### config.mk
export PLATFORM = sky130hd
export DESIGN_NAME = sdram_read_burst
export DESIGN_NICKNAME = d
export VERILOG_FILES = /design/src/rtl/sdram_pkg.sv /design/src/rtl/sdram_rd_vld_pipe.sv /design/src/rtl/sdram_read_burst.sv
export SDC_FILE = /design/constraint.sdc
export NUM_CORES = 1
export LEC_CHECK = 0
export ABC_CLOCK_PERIOD_IN_PS = 3150
export BUFFER_PORTS_ARGS = -buffer_cell sky130_fd_sc_hd__buf_2
export CAP_MARGIN = 20
export CORE_ASPECT_RATIO = 1.4
export CORE_MARGIN = 2
export CORE_UTILIZATION = 40
export DETAILED_ROUTE_END_ITERATION = 6
export HOLD_SLACK_MARGIN = 0.15
export PLACE_DENSITY = 0.7
export SKIP_LAST_GASP = 1
export SYNTH_ARGS = -nofsm -noshare
export SYNTH_HDL_FRONTEND = slang
export SYNTH_HIERARCHICAL = 1
export SYNTH_SLANG_ARGS = --single-unit
### constraint.sdc
create_clock -name sysclk_100M -period 3.15 [get_ports sysclk_100M]
set_input_delay 0.63 -clock sysclk_100M [delete_from_list [all_inputs] [get_ports sysclk_100M]]
set_output_delay 0.63 -clock sysclk_100M [all_outputs]
set_load 0.01 [all_outputs]
### src/rtl/sdram_pkg.sv
// Shared definitions for the SDRAM read-burst engine.
//   - rd_state_e : one-hot FSM state encoding
//   - CMD_*      : {CS,RAS,CAS,WE} command encodings
//   - A10_ALL_BANKS : address bus value for precharge / idle (A10=1)
package sdram_pkg;

  typedef enum logic [4:0] {
    ST_IDLE  = 5'b00001,
    ST_REQ   = 5'b00010,
    ST_ACT   = 5'b00100,
    ST_READ  = 5'b01000,
    ST_PRECH = 5'b10000
  } rd_state_e;

  localparam logic [3:0] CMD_NOP       = 4'b0111;
  localparam logic [3:0] CMD_ACTIVE    = 4'b0011;
  localparam logic [3:0] CMD_READ      = 4'b0101;
  localparam logic [3:0] CMD_PRECHARGE = 4'b0010;

  localparam logic [12:0] A10_ALL_BANKS = 13'h0400;

endpackage

### src/rtl/sdram_rd_vld_pipe.sv
// Delay line that turns a one-cycle READ-issue pulse into the DQ capture
// strobe: data_vld_o is high for BL cycles starting CL cycles after the
// cycle in which the READ command is visible on the command bus.
// Ports:
//   clk_i      - clock
//   rst_ni     - synchronous active-low reset
//   issue_i    - high in the cycle the READ command register is being loaded
//   data_vld_o - capture strobe
module sdram_rd_vld_pipe
  import sdram_pkg::*;
#(
  parameter int CL = 3,
  parameter int BL = 4
) (
  input  logic clk_i,
  input  logic rst_ni,
  input  logic issue_i,
  output logic data_vld_o
);

  localparam int DEPTH = CL + BL;

  logic [DEPTH-1:0] sr_q;
  logic [DEPTH-1:0] sr_d;

  // issue_i is sampled at the same edge that loads READ into the command
  // register, so bit k is set exactly k cycles after READ appears.
  assign sr_d = {sr_q[DEPTH-2:0], issue_i};

  always_ff @(posedge clk_i) begin
    if (!rst_ni) begin
      sr_q <= '0;
    end else begin
      sr_q <= sr_d;
    end
  end

  assign data_vld_o = |sr_q[DEPTH-1:CL];

endmodule

### src/rtl/sdram_read_burst.sv
// SDRAM read-burst engine: requests the bus from an arbiter, opens a row,
// issues back-to-back READ bursts, and precharges. A transfer of rd_len
// bursts is split into segments at column wrap or when a refresh is pending.
// Ports:
//   sysclk_100M, rst_n            - clock, synchronous active-low reset
//   rd_start/rd_addr/rd_len       - request (sampled only in IDLE)
//   rd_busy, rd_done              - status
//   arbit_read_req/ack/end        - arbiter handshake
//   refresh_req                   - pending refresh, ends a segment early
//   cmd_reg/sdram_addr/sdram_bank_addr - registered SDRAM command bus
//   data_vld                      - DQ capture strobe
//   dbg_state                     - current FSM state (one-hot)
//
// Arbiter handshake: arbit_read_req is held high for every cycle the FSM
// sits in REQ; a high arbit_read_ack sampled in REQ is the grant and moves
// to ACT on the next edge. arbit_read_end is a one-cycle release pulse in
// the first cycle after the bus is given back (PRECH exit to REQ or IDLE).
module sdram_read_burst
  import sdram_pkg::*;
#(
  parameter int ROW_W  = 13,
  parameter int COL_W  = 9,
  parameter int BANK_W = 2,
  parameter int BL     = 4,
  parameter int CL     = 3,
  parameter int TRCD   = 2,
  parameter int TRP    = 2,
  parameter int LEN_W  = 16
) (
  input  logic                          sysclk_100M,
  input  logic                          rst_n,
  input  logic                          rd_start,
  input  logic [BANK_W+ROW_W+COL_W-1:0] rd_addr,
  input  logic [LEN_W-1:0]              rd_len,
  output logic                          rd_busy,
  output logic                          rd_done,
  output logic                          arbit_read_req,
  input  logic                          arbit_read_ack,
  output logic                          arbit_read_end,
  input  logic                          refresh_req,
  output logic [3:0]                    cmd_reg,
  output logic [12:0]                   sdram_addr,
  output logic [BANK_W-1:0]             sdram_bank_addr,
  output logic                          data_vld,
  output logic [4:0]                    dbg_state
);

  localparam int ADDR_W = BANK_W + ROW_W + COL_W;

  rd_state_e          state_q, state_d;
  logic [3:0]         wait_q, wait_d;
  logic [3:0]         rd_cnt_q, rd_cnt_d;
  logic [ADDR_W-1:0]  addr_q, addr_d;
  logic [LEN_W-1:0]   remain_q, remain_d;
  logic [3:0]         cmd_q, cmd_d;
  logic [12:0]        saddr_q, saddr_d;
  logic [BANK_W-1:0]  bank_q, bank_d;
  logic               end_q, end_d;
  logic               done_q, done_d;
  logic               issue;

  logic [COL_W-1:0]   col_q;
  logic [ROW_W-1:0]   row_q;
  logic [BANK_W-1:0]  addr_bank_q;

  assign col_q       = addr_q[COL_W-1:0];
  assign row_q       = addr_q[COL_W +: ROW_W];
  assign addr_bank_q = addr_q[ADDR_W-1 -: BANK_W];

  always_comb begin
    state_d  = state_q;
    wait_d   = wait_q;
    rd_cnt_d = rd_cnt_q;
    addr_d   = addr_q;
    remain_d = remain_q;
    issue    = 1'b0;
    end_d    = 1'b0;
    done_d   = 1'b0;
    cmd_d    = CMD_NOP;
    saddr_d  = A10_ALL_BANKS;
    bank_d   = bank_q;

    case (state_q)
      ST_IDLE: begin
        if (rd_start) begin
          state_d  = ST_REQ;
          addr_d   = rd_addr;
          remain_d = (rd_len == '0) ? LEN_W'(1) : rd_len;
        end
      end
      ST_REQ: begin
        if (arbit_read_ack) begin
          state_d = ST_ACT;
          wait_d  = '0;
        end
      end
      ST_ACT: begin
        if (wait_q == 4'(TRCD - 1)) begin
          state_d  = ST_READ;
          rd_cnt_d = '0;
          issue    = 1'b1;
        end else begin
          wait_d = wait_q + 4'd1;
        end
      end
      ST_READ: begin
        if (rd_cnt_q == 4'(BL - 1)) begin
          // Burst boundary. addr_q has already advanced past the last READ,
          // so col==0 here means that READ wrapped the column.
          if ((remain_q == '0) || (col_q == '0) || refresh_req) begin
            state_d = ST_PRECH;
            wait_d  = '0;
          end else begin
            rd_cnt_d = '0;
            issue    = 1'b1;
          end
        end else begin
          rd_cnt_d = rd_cnt_q + 4'd1;
        end
      end
      ST_PRECH: begin
        if (wait_q == 4'(TRP - 1)) begin
          wait_d = '0;
          if (remain_q == '0) begin
            state_d = ST_IDLE;
            done_d  = 1'b1;
            end_d   = 1'b1;
          end else if (refresh_req) begin
            state_d = ST_REQ;
            end_d   = 1'b1;
          end else begin
            state_d = ST_ACT;
          end
        end else begin
          wait_d = wait_q + 4'd1;
        end
      end
      default: state_d = ST_IDLE;
    endcase

    // The flat {bank,row,col} add carries col wrap into row and row wrap
    // into bank; the bank simply rolls over at the top.
    if (issue) begin
      addr_d   = addr_q + ADDR_W'(BL);
      remain_d = remain_q - LEN_W'(1);
    end

    // Command bus is loaded from next-state so it lines up with state_q.
    if (issue) begin
      cmd_d                = CMD_READ;
      saddr_d              = '0;
      saddr_d[COL_W-1:0]   = col_q;
      bank_d               = addr_bank_q;
    end else if ((state_d == ST_ACT) && (state_q != ST_ACT)) begin
      cmd_d                = CMD_ACTIVE;
      saddr_d              = '0;
      saddr_d[ROW_W-1:0]   = row_q;
      bank_d               = addr_bank_q;
    end else if ((state_d == ST_PRECH) && (state_q != ST_PRECH)) begin
      cmd_d                = CMD_PRECHARGE;
    end
  end

  always_ff @(posedge sysclk_100M) begin
    if (!rst_n) begin
      state_q  <= ST_IDLE;
      wait_q   <= '0;
      rd_cnt_q <= '0;
      addr_q   <= '0;
      remain_q <= '0;
      cmd_q    <= CMD_NOP;
      saddr_q  <= A10_ALL_BANKS;
      bank_q   <= '0;
      end_q    <= 1'b0;
      done_q   <= 1'b0;
    end else begin
      state_q  <= state_d;
      wait_q   <= wait_d;
      rd_cnt_q <= rd_cnt_d;
      addr_q   <= addr_d;
      remain_q <= remain_d;
      cmd_q    <= cmd_d;
      saddr_q  <= saddr_d;
      bank_q   <= bank_d;
      end_q    <= end_d;
      done_q   <= done_d;
    end
  end

  sdram_rd_vld_pipe #(
    .CL (CL),
    .BL (BL)
  ) u_vld_pipe (
    .clk_i      (sysclk_100M),
    .rst_ni     (rst_n),
    .issue_i    (issue),
    .data_vld_o (data_vld)
  );

  assign rd_busy         = (state_q != ST_IDLE);
  assign arbit_read_req  = (state_q == ST_REQ);
  assign rd_done         = done_q;
  assign arbit_read_end  = end_q;
  assign cmd_reg         = cmd_q;
  assign sdram_addr      = saddr_q;
  assign sdram_bank_addr = bank_q;
  assign dbg_state       = state_q;

endmodule

==> results.json, run 1 <==
{
  "postCtsHoldBufs": 0,
  "clock-root-buffer": "clkbuf_16",
  "reg2reg_slack_ns": 0.26,
  "fmax_ghz": 0.345,
  "largest_register": "addr_q",
  "path_clk_slew_ns": 0.06,
  "rr_startpoint": "remain_q[6]",
  "postCtsSetupBuffers": 0,
  "final_common_cell": "dfxtp_1",
  "cp_max_fo": 18,
  "ir_drop_v": 0.000297,
  "dpl-instance-area_mm2": 0.00449,
  "track_usage_pct": 21.4,
  "synth_cell_types": 74,
  "detail_route.wl_per_cell_um": 16.7,
  "clock_latency_ns": 0.34,
  "cp-startpoint": "remain_q[6]",
  "viasPerCell": 5.82,
  "cts.path.max_buffers": 2,
  "synth_nets": 530,
  "mostFrequentLayoutCells": "80 x dfxtp_1, 72 x buf_2, 62 x nand2_1",
  "portBuffers": 72,
  "dp_hpwl_um": 8120,
  "avgSynthCellArea_um2": 8.39,
  "status": "finished, final reports clean",
  "cp_cell_sequence": "or4_4, or3_1, o211a_4, nor2_8, nor2_1, inv_2, a21oi_1, a221o_1",
  "maxCapViolations": 0,
  "gp_congestion": 0.896,
  "required_ns": 3.37,
  "leakagePower_uw": 0.00185,
  "hold_path.class": "reg -> reg",
  "rsz0062_at_grt": "false",
  "path_delay_family": "simple AND/OR/NAND/NOR gates",
  "slew_headroom_pct": 47.2,
  "die_area_mm2": 0.0109,
  "synth_edf_count": 0,
  "worst_setup_path_start_kind": "register",
  "syn_inst": 479,
  "layout-drive-gt1-share_pct": 21.9,
  "cp_num_buf_inv": 1,
  "fill_cells": 951,
  "drv_slew": 0,
  "multi_input_area_mm2": 0.00225,
  "finalInstanceArea_mm2": 0.00478,
  "grt_pass1_vias": 3797,
  "worstPathArrival_ns": 3.12,
  "vias": 3976,
  "crit_slowest_cell": "or4_4",
  "seqCellArea_mm2": 0.00160,
  "critPathKind": "reg -> reg",
  "largest_register_ffs": 24,
  "numCtsBuffers": 9,
  "cts.sinks": 80,
  "core_area_mm2": 0.00985,
  "p_per_area_mw_per_mm2": 525,
  "start_util_pct": 40.8,
  "reg2reg_to": "addr_q[21]",
  "utilization_pct": 48.6,
  "crit_path_end": "addr_q[21]",
  "ys.flop_type": "dfxtp_1",
  "hold_violations": 0,
  "ys_seq_area_share_pct": 39.9,
  "yosysWarnings": 6,
  "cts_tree": "done",
  "tns_ns": 0,
  "gr-total-overflow": 0,
  "dp_cells": 668,
  "die_w_um": 88.7,
  "postRouteAntennaNets": 0,
  "synth-seq-cells": 80,
  "cp-end-kind": "register",
  "worst_pin_slew_ns": 0.789,
  "pin_count": 74,
  "dr.pass1.iters": 7,
  "cts_resized": 0,
  "reg2reg_depth": 8,
  "finalCriticalPeriod_ns": 2.89,
  "wl_um": 11400,
  "setup_viol": 0,
  "clock_skew_ns": 0.00764,
  "drt_iter0_markers": 235,
  "hold-worst-slack_ns": 0.431,
  "antenna_found_initial": 0,
  "worst-path-stages": 8,
  "rows": 43,
  "die_h_um": 123,
  "crit_path_max_incr_delay_ns": 0.56,
  "drc_errors": 0,
  "diodes": 0,
  "async_flop_share_pct": 0,
  "synthToLayoutAreaGrowth_pct": 19.0,
  "nNetsFinal": 595,
  "syn_area_mm2": 0.00402,
  "stdcell_count": 683,
  "grt_first_pass_wirelength_um": 18000,
  "ctsHtreeMaxLevel": 3,
  "grt_max_degree": 41,
  "fin_crit_sh_pct": 91.9
}
==> cell usage after synthesis, drive strengths merged, types with 6 or more instances <==
master	count	share of area [%]
dfxtp	80	40
o21ai	16	2.2
nor4	6	0.93
nor3	16	2.5
or2	7	1.1
nand4	8	1.2
buf	8	1.3
or3	12	1.9
clkbuf	18	1.7
and3	6	0.93
inv	13	1.2
a22oi	9	1.9
a21oi	42	5.2
a31oi	11	1.7
nand3	13	1.6
nand2	62	5.8
ha	6	1.9
a22o	9	2.0
o211ai	10	1.9
and2	10	1.6
o311ai	8	1.7
nor2	32	3.5
==> layout make-up <==
type | count | share of cell area [%]
Multi-Input combinational cell | 360 | 47.0
Clock inverter | 5 | 1.20
Tap cell | 135 | 3.53
Sequential cell | 80 | 33.5
Timing Repair Buffer | 80 | 8.79
Inverter | 13 | 1.02
Clock buffer | 10 | 5.00
==> worst register-to-register path, stage by stage, from the launching register on <==
cell and delay, ns:
dfxtp_1 0.35, or4_4 0.56, or3_1 0.48, o211a_4 0.36, nor2_8 0.26, nor2_1 0.25, inv_2 0.19, a21oi_1 0.06
a221o_1 0.27
==> layer usage <==
layer	vias up	routed length, µm	GRT usage (%)
li1	1915	-	-
met1	1890	4570	24.3
met2	149	5840	37.4
met3	22	684	4.64
met4	0	285	10.1
met5	-	0	0
==> how the worst min path moves through the flow <==
stage	depth (start not counted)	startpoint	to	slack, ns
3_3_place_gp	1	u_vld_pipe/sr_q[2]	u_vld_pipe/sr_q[3]	0.42
6_report	1	u_vld_pipe/sr_q[1]	u_vld_pipe/sr_q[2]	0.43
4_1_cts	1	u_vld_pipe/sr_q[1]	u_vld_pipe/sr_q[2]	0.43
2_1_floorplan	1	u_vld_pipe/sr_q[0]	u_vld_pipe/sr_q[1]	0.41
3_5_place_dp	1	u_vld_pipe/sr_q[1]	u_vld_pipe/sr_q[2]	0.42
5_1_grt	1	u_vld_pipe/sr_q[1]	u_vld_pipe/sr_q[2]	0.45
==> where the power goes <==
group	total, µW	switching, µW	internal, µW	leakage [µW]
clock	1040	412	629	0.000137
sequential	1120	61.9	1060	0.000651
combinational	349	214	135	0.00106
total	2510	688	1820	0.00185
==> cells by family after synthesis <==
group / synth area share [%]
fa+ha+maj: 1.87
xor+xnor: 0.872
simple gates: 25.7
buf+inv: 4.24
flops: 39.9
mux: 1.28
compound gates: 26.1
other cells: 0.0933
==> through the flow <==
step	setup WS [ns]	total power (µW)
5_1_grt	0.167	2610
3_5_place_dp	0.300	1480
6_report	0.255	2510
4_1_cts	0.274	2520
2_1_floorplan	0.729	1360
3_3_place_gp	0.401	1470
Note: power is estimated with default switching activity, not from simulation.
==> run 2, diff against run 1 <==
--- a/config.mk
+++ b/config.mk
@@ -14,6 +14,7 @@
 export DETAILED_ROUTE_END_ITERATION = 6
 export HOLD_SLACK_MARGIN = 0.15
 export PLACE_DENSITY = 0.7
+export SETUP_SLACK_MARGIN = 0.3
 export SKIP_LAST_GASP = 1
 export SYNTH_ARGS = -nofsm -noshare
 export SYNTH_HDL_FRONTEND = slang
==> run 2 against run 1 <==
Routed wire length fell by 0.45%. Clock skew barely moved. Die area did not move. Global-route usage did not move. Largest power group unchanged. Non-clock buffer count rose by 2. Final area rose by 0.55%. Highest routed layer unchanged. Largest cell class unchanged. Count of clock-buffer cells in the layout did not move. Final cell count rose by 0.29%.
==> results.json, run 2 (synthesis results as in run 1) <==
{
  "vias": 3943,
  "postRouteAntennaNets": 0,
  "crit_path_end": "addr_q[21]",
  "numCtsBuffers": 9,
  "ir_drop_v": 0.000298,
  "layout-drive-gt1-share_pct": 22.4,
  "hold_start": "u_vld_pipe/sr_q[2]",
  "antenna_found_initial": 0,
  "gp_congestion": 0.896,
  "ctsHtreeMaxLevel": 3,
  "leakagePower_uw": 0.00186,
  "worst_setup_path_start_kind": "register",
  "hold_path.class": "reg -> reg",
  "dr.pass1.iters": 5,
  "status": "finished, final reports clean",
  "rr_startpoint": "remain_q[6]",
  "rsz0062_at_grt": "false",
  "largest_register_ffs": 24,
  "path_clk_slew_ns": 0.06,
  "cp_cell_sequence": "or4_4, or3_1, o211a_4, nor2_8, nor2_2, inv_2, a21oi_1, a221o_1",
  "finalWorstSetupSlack_ns": 0.452,
  "post-place-ws_ns": 0.300,
  "clock_skew_ns": 0.00744,
  "maxCapViolations": 0,
  "clock_latency_ns": 0.34,
  "cp-end-kind": "register",
  "cts.sinks": 80,
  "reg2reg_depth": 8,
  "mostFrequentLayoutCells": "80 x dfxtp_1, 72 x buf_2, 62 x nand2_1",
  "drt_iter0_markers": 211,
  "hold_violations": 0,
  "start_util_pct": 40.8,
  "pin_count": 74,
  "cp_max_fo": 11,
  "final_common_cell": "dfxtp_1",
  "required_ns": 3.37,
  "portBuffers": 72,
  "cp-startpoint": "remain_q[6]",
  "slew_headroom_pct": 45.6,
  "grt_first_pass_wirelength_um": 18000,
  "cts_tree": "done",
  "worst-path-stages": 8,
  "gr-total-overflow": 0,
  "p_per_area_mw_per_mm2": 522,
  "diodes": 0,
  "path_delay_family": "simple AND/OR/NAND/NOR gates",
  "reg2reg_slack_ns": 0.45,
  "fin_crit_sh_pct": 85.6,
  "drc_errors": 0,
  "tns_ns": 0,
  "rows": 43,
  "dp_hpwl_um": 8120,
  "cts.path.max_buffers": 2,
  "grt_pass1_vias": 3797,
  "viasPerCell": 5.76,
  "postCtsHoldBufs": 0,
  "core_area_mm2": 0.00985,
  "grt_max_degree": 41,
  "drv_slew": 0,
  "setup_viol": 0,
  "critPathKind": "reg -> reg",
  "multi_input_area_mm2": 0.00225,
  "synthToLayoutAreaGrowth_pct": 19.7,
  "clock-root-buffer": "clkbuf_16",
  "worstPathArrival_ns": 2.92,
  "nNetsFinal": 597,
  "die_w_um": 88.7,
  "track_usage_pct": 21.4,
  "crit_path_max_incr_delay_ns": 0.57,
  "finalCriticalPeriod_ns": 2.70,
  "cp_num_buf_inv": 1,
  "crit_slowest_cell": "or4_4",
  "seqCellArea_mm2": 0.00160,
  "worst_pin_slew_ns": 0.814,
  "detail_route.wl_per_cell_um": 16.5,
  "wl_um": 11300,
  "die_area_mm2": 0.0109,
  "fill_cells": 948,
  "fmax_ghz": 0.371,
  "die_h_um": 123,
  "largest_register": "addr_q",
  "reg2reg_to": "addr_q[21]"
}
-- run 2: worst min-delay path by stage --
stage                          to  slack, ns  cells after the start
2_1_floorplan  u_vld_pipe/sr_q[1]       0.41                      1
3_3_place_gp   u_vld_pipe/sr_q[3]       0.42                      1
3_5_place_dp   u_vld_pipe/sr_q[2]       0.42                      1
4_1_cts        u_vld_pipe/sr_q[2]       0.43                      1
5_1_grt        u_vld_pipe/sr_q[2]       0.45                      1
6_report       u_vld_pipe/sr_q[3]       0.43                      1
-- run 2: where the power goes --
group          total [µW]  internal (µW)  switching [µW]  leakage [µW]
clock                1040            629             413      0.000137
combinational         349            136             213       0.00107
sequential           1120           1060            61.3      0.000651
-- run 2: repair_timing --
item | 4_1_cts | 5_1_grt
gates resized for setup | 1 | 3
pin swaps | 0 | 2
endpoints found under the setup margin | 3 | 8
buffers inserted | 0 | 2
-- run 2: cell type report --
class | count | share of cell area [%]
Inverter | 13 | 1.07
Sequential cell | 80 | 33.3
Tap cell | 135 | 3.51
Timing Repair Buffer | 82 | 9.06
Multi-Input combinational cell | 360 | 46.9
Clock inverter | 5 | 1.20
Clock buffer | 10 | 4.97
-- run 2: per-stage QoR --
step	hold slack [ns]	area, µm²	utilization, %	instances	total power (µW)
2_1_floorplan	0.412	4020	-	479	1360
3_3_place_gp	0.416	4490	45.6	668	1470
3_5_place_dp	0.419	4490	45.6	668	1480
4_1_cts	0.433	4780	48.6	683	2520
5_1_grt	0.448	4810	48.8	685	2610
6_report	0.430	4810	48.8	685	2510
-- run 2: layer usage --
| layer | part of all wire [%] | GRT usage (%) | up-vias |
|---|---|---|---|
| met4 | 2.7 | 10.1 | 0 |
| met1 | 41 | 24.3 | 1871 |
| met2 | 52 | 37.4 | 128 |
| met5 | 0 | 0 | - |
| li1 | - | - | 1920 |
| met3 | 4.9 | 4.64 | 24 |
